File: src/rtl/crc32_slice4_engine.sv
// Slicing-by-4 reflected CRC-32 engine feeding four external combinational
// 256x32 table ROMs. Full words fold in one cycle; a 1-3 byte final word is
// finished byte-serially on table 0 while in_ready is held low.
module crc32_slice4_engine #(
  parameter logic [31:0] CRC_INIT   = 32'hFFFF_FFFF,
  parameter logic [31:0] CRC_XOROUT = 32'hFFFF_FFFF
) (
  input  logic        clk,
  input  logic        rst,
  input  logic        in_valid,
  output logic        in_ready,
  input  logic [31:0] in_data,
  input  logic        in_sop,
  input  logic        in_eop,
  input  logic [2:0]  in_nbytes,
  output logic [31:0] tab0_addr,
  output logic [31:0] tab1_addr,
  output logic [31:0] tab2_addr,
  output logic [31:0] tab3_addr,
  input  logic [31:0] tab0_rdata,
  input  logic [31:0] tab1_rdata,
  input  logic [31:0] tab2_rdata,
  input  logic [31:0] tab3_rdata,
  output logic        crc_valid,
  output logic [31:0] crc_out
);

  localparam int unsigned CRC_W  = 32;
  localparam int unsigned BYTE_W = 8;
  localparam int unsigned TAIL_W = 24;
  localparam int unsigned CNT_W  = 2;
  localparam int unsigned PAD_W  = CRC_W - BYTE_W;

  typedef enum logic {
    RUN  = 1'b0,
    TAIL = 1'b1
  } state_t;

  state_t              state, state_d;
  logic [CRC_W-1:0]    crc_reg, crc_d;
  logic [TAIL_W-1:0]   tail_data, tail_data_d;
  logic [CNT_W-1:0]    tail_cnt, tail_cnt_d;
  logic                crc_valid_d;
  logic [CRC_W-1:0]    crc_out_d;

  logic                accept;
  logic                partial_eop;
  logic [CRC_W-1:0]    base;
  logic [CRC_W-1:0]    word_x;
  logic [CRC_W-1:0]    word_fold;
  logic [BYTE_W-1:0]   tail_idx;
  logic [CRC_W-1:0]    tail_fold;

  // Handshake: the engine only stalls while draining a partial last word
  assign in_ready = (state == RUN);
  assign accept   = in_valid & in_ready;

  // Datapath terms shared by the word step and the byte-serial tail step
  assign partial_eop = (in_nbytes == 3'd1) || (in_nbytes == 3'd2) || (in_nbytes == 3'd3);
  assign base        = in_sop ? CRC_INIT : crc_reg;
  assign word_x      = base ^ in_data;
  assign word_fold   = tab0_rdata ^ tab1_rdata ^ tab2_rdata ^ tab3_rdata;
  assign tail_idx    = crc_reg[BYTE_W-1:0] ^ tail_data[BYTE_W-1:0];
  assign tail_fold   = tab0_rdata ^ (crc_reg >> BYTE_W);

  // Next-state, table addressing and register updates
  always_comb begin
    state_d     = state;
    crc_d       = crc_reg;
    tail_data_d = tail_data;
    tail_cnt_d  = tail_cnt;
    crc_valid_d = 1'b0;
    crc_out_d   = crc_out;
    // Word step: byte 0 is the furthest from the end, so it uses the 4-byte table
    tab3_addr   = {PAD_W'(0), word_x[7:0]};
    tab2_addr   = {PAD_W'(0), word_x[15:8]};
    tab1_addr   = {PAD_W'(0), word_x[23:16]};
    tab0_addr   = {PAD_W'(0), word_x[31:24]};

    unique case (state)
      RUN: begin
        if (accept) begin
          if (in_eop && partial_eop) begin
            // Hand the leftover bytes to the tail loop; CRC untouched this edge
            crc_d       = base;
            tail_data_d = in_data[TAIL_W-1:0];
            tail_cnt_d  = CNT_W'(in_nbytes[1:0] - 2'd1);
            state_d     = TAIL;
          end else if (in_eop) begin
            crc_d       = CRC_INIT;
            crc_out_d   = word_fold ^ CRC_XOROUT;
            crc_valid_d = 1'b1;
          end else begin
            crc_d = word_fold;
          end
        end
      end

      TAIL: begin
        tab0_addr   = {PAD_W'(0), tail_idx};
        tab1_addr   = '0;
        tab2_addr   = '0;
        tab3_addr   = '0;
        tail_data_d = tail_data >> BYTE_W;
        if (tail_cnt != '0) begin
          crc_d      = tail_fold;
          tail_cnt_d = tail_cnt - CNT_W'(1);
        end else begin
          crc_out_d   = tail_fold ^ CRC_XOROUT;
          crc_valid_d = 1'b1;
          crc_d       = CRC_INIT;
          state_d     = RUN;
        end
      end

      default: state_d = RUN;
    endcase
  end

  // State register
  always_ff @(posedge clk or posedge rst) begin
    if (rst) begin
      state <= RUN;
    end else begin
      state <= state_d;
    end
  end

  // CRC, tail and output registers
  always_ff @(posedge clk or posedge rst) begin
    if (rst) begin
      crc_reg   <= CRC_INIT;
      tail_data <= '0;
      tail_cnt  <= '0;
      crc_valid <= 1'b0;
      crc_out   <= '0;
    end else begin
      crc_reg   <= crc_d;
      tail_data <= tail_data_d;
      tail_cnt  <= tail_cnt_d;
      crc_valid <= crc_valid_d;
      crc_out   <= crc_out_d;
    end
  end

endmodule
File: config.mk
export PLATFORM = sky130hd
export DESIGN_NAME = crc32_slice4_engine
export DESIGN_NICKNAME = d
export VERILOG_FILES = /design/src/rtl/crc32_slice4_engine.sv
export SDC_FILE = /design/constraint.sdc
export NUM_CORES = 1
export LEC_CHECK = 0
export ABC_CLOCK_PERIOD_IN_PS = 6300
export CAP_MARGIN = 40
export CORE_MARGIN = 2
export CORE_UTILIZATION = 45
export DETAILED_ROUTE_END_ITERATION = 7
export HOLD_SLACK_MARGIN = 0.1
export PLACE_DENSITY = 0.94
export SYNTH_ARGS = -nofsm -noshare
export SYNTH_HDL_FRONTEND = slang
export SYNTH_SLANG_ARGS = --single-unit
File: constraint.sdc
create_clock -name clk -period 6.3 [get_ports clk]
set_input_delay 1.575 -clock clk [delete_from_list [all_inputs] [get_ports clk]]
set_output_delay 1.575 -clock clk [all_outputs]
set_load 0.05 [all_outputs]
==> impl_results.md <==
- CP Cell Sequence: clkdlybuf4s50_1 -> buf_4 -> or3_1 -> nand3_1 -> o21ai_0 -> clkdlybuf4s50_1
- Setup violators final: 0
- Mapped Area: approximately 7300 um2
- GRT Max-Usage Layer: met2
- CTS tree: yes
- Yosys cell types: 37
- Met1 Usage GRT: around 29%
- All-Layer GR Usage: 25.46%
- Share of the synthesized area in the top cell type: 20.50%
- Kind of critical path: primary input to output port
- Max_cap viols: 0
- Clock Latency Late Sink: 0.35 ns
- Vias per cell: roughly 5.1
- Full die area: 17,320 um2
- CTS buffer count: 9
- Final hold violations: 0
- Detail Placement HPWL: about 17,000 um
- Antenna violations before repair: 0
- CTS sink count: 92
- Clk pin slew, worst setup/hold paths: 0.07 ns
- Overall die height: 131.6 um
- Worst Tran Pin Value: 0.8947 ns
- CP Launch Type: primary input
- TNS Setup: 0 ns
- FFs w/ async S/R, synth: 100.0%
- Clock Tree Root: clkbuf_16
- Initial Util: 46.12%
- Synth warn: 0
- Fill count: ~1,300
- Slew HR: 40.35%
- Antenna-violating nets left: 0
- Fraction of layout cells with a size suffix above 1: 10.01%
- Post-route cell area: just under 10,000 um2
- Worst Setup End Kind: output port
- Worst reg-to-reg setup slack: approximately 3.4 ns
- HP Class: flip-flop to flip-flop
- Slowest cell on the critical path: clkdlybuf4s50_1
- Syn avg cell area: around 9.8 um2
- Core footprint: between 15,000 and 20,000 um2
- CP most frequent cell: clkdlybuf4s50_1
- Via Count: 6,036
- Max FO, Critical Path: 41
- Top post-synthesis cells by area: dfrtp_1 20%, dfstp_2 11%, buf_4 10%, xor2_1 7.7%, xnor2_1 6.7%
- GR Util met3: 6.443%
- Leakage: 4.347 nW
- Cts hold-fix bufs: 0
- Routed length per instance: about 19 um
- Crit path from: in_sop
- M2 GR Usage: 45.17%
- Max H-tree Level: 3
- Required time worst endpoint: 4.72 ns
- I/O Pins: 330
- RSZ-0062 raised after global routing: no
- Fmax: roughly 0.19 GHz
- Worst clock skew: 0.004541 ns
- Placer congestion estimate: between 0.8 and 0.9
- Critical path arrival: 3.68 ns
- Die width: 131.6 um
- Post-CTS Repair Setup Buffers: 0
- # DRC: 0
- Max clock buf depth: 2
- Sequential-to-total area share from yosys stat: 31.97%
- Area leader, netlist: dfrtp_1
- Final wirelength: between 20,000 and 25,000 um
- Reg2Reg Launch Point: state
- Fin crit share: 83.39%
- Post-synth EDFFs: 0
- Total gr overflow: 0
- Largest net degree at the start of global routing: 86
- CP peak stage delay: 0.86 ns
- Tmin final: 5.254 ns
- Fin. max-slew vios: 0
- Placement Cell Area: 9443 um2
- Synthesized instance count: 749
- Most frequent cell after synthesis: buf_4
- Initial DRC Count: between 300 and 400
- I/O Buffers: 233
- Status: complete, no violations
- Drt first pass iters: 5
- Row count: 46
- Worst vdd ir: 216.2 uV
- Nets: ~1,100
- Worst hold start: tail_data[23]
- Antenna cell count: 0
- First-pass GRT wire length: 33,990 um
- Post-CTS sizing: 0
- Number of global-route vias before repair: 6,114
- Synth-to-layout area growth: 33.25%
- Yosys reg bits: a little over 90
- PwrDens: about 350 nW/um2
- Post-synth top cells: 100 x buf_4, 90 x nand2_1, 64 x xor2_1
- Main synth FF type: dfrtp_1
==> logic make-up after synthesis <==
family	after synthesis	share of synthesized area [%]
other cells	1	0.05119
mux	64	9.291
simple gates	171	9.360
buf+inv	140	13.22
xor+xnor	152	24.46
compound gates	129	11.65
flops	92	31.97
==> worst paths after layout <==
| kind | to | depth (start not counted) |
|---|---|---|
| worst min register to register | tail_data[15] | 2 |
| max in group asynchronous | crc_out[24] | 3 |
| worst max-delay path | tab0_addr[3] | 6 |
| worst min-delay path | tail_data[15] | 2 |
| min in group asynchronous | crc_out[28] | 2 |
| worst max register to register | crc_out[13] | 5 |
==> metal layers <==
layer / share of wire (%) / vias to the layer above / wire length [um]
met5: 0 / - / 0
met3: 7.2 / 37 / 1605
met2: 51 / 290 / 11460
met4: 3.2 / 0 / 718
li1: - / 2803 / -
met1: 38 / 2906 / 8492
==> power breakdown <==
part	switching, mW	total, mW	internal, mW
registers	0.212	1.05	0.838
logic	1.11	1.82	0.709
clock network	0.235	0.594	0.359
total	1.56	3.46	1.91
==> layout make-up <==
| cell class | instances | area (um2) | area share (%) |
|---|---|---|---|
| multi-input combinational | 612 | 4374 | 44.81 |
| timing repair buffer | 243 | 2427 | 24.87 |
| sequential | 92 | 2346 | 24.03 |
| tap | 216 | 270.3 | 2.769 |
| clock buffer | 12 | 246.5 | 2.525 |
| clock inverter | 4 | 72.57 | 0.7434 |
| inverter | 6 | 25.02 | 0.2563 |
==> per-stage QoR <==
| stage | setup slack, ns | std cells | hold slack, ns | total power [mW] | utilization, % |
|---|---|---|---|---|---|
| after floorplan | 2.013 | 844 | 0.4528 | 2.293 | - |
| after global placement | 1.077 | 1165 | 0.4583 | 2.825 | 59.11 |
| after detailed placement | 1.056 | 1169 | 0.4716 | 2.879 | 59.44 |
| after CTS | 1.054 | 1185 | 0.4897 | 3.482 | 61.45 |
| after global routing | 0.9827 | 1185 | 0.5067 | 3.621 | 61.45 |
| final | 1.046 | 1185 | 0.4905 | 3.463 | 61.45 |
==> cell usage in the layout (no fill, tap or decap), types with 9 or more instances in the layout <==
master | synthesis | final
a21oi_1 | 25 | 25
a22oi_1 | 24 | 24
clkbuf_16 | 0 | 9
clkdlybuf4s50_1 | 0 | 232
conb_1 | 1 | 96
dfrtp_1 | 60 | 59
dfstp_2 | 32 | 32
mux2_2 | 32 | 32
mux2i_1 | 32 | 32
nand2_1 | 90 | 90
nor2_1 | 60 | 59
o21ai_0 | 28 | 28
o21ai_1 | 13 | 13
o221ai_1 | 24 | 24
xnor2_1 | 56 | 56
xnor3_1 | 16 | 16
xor2_1 | 64 | 64
xor3_1 | 16 | 16
==> worst max-delay path, delay by kind of cell <==
family | cells | cell delay [ns]
AND/OR/NAND/NOR | 2 | 0.23
AO/OA/AOI/OAI | 1 | 0.16
buffers and inverters | 3 | 1.68
No activity file was read; power rests on OpenSTA's default activity.
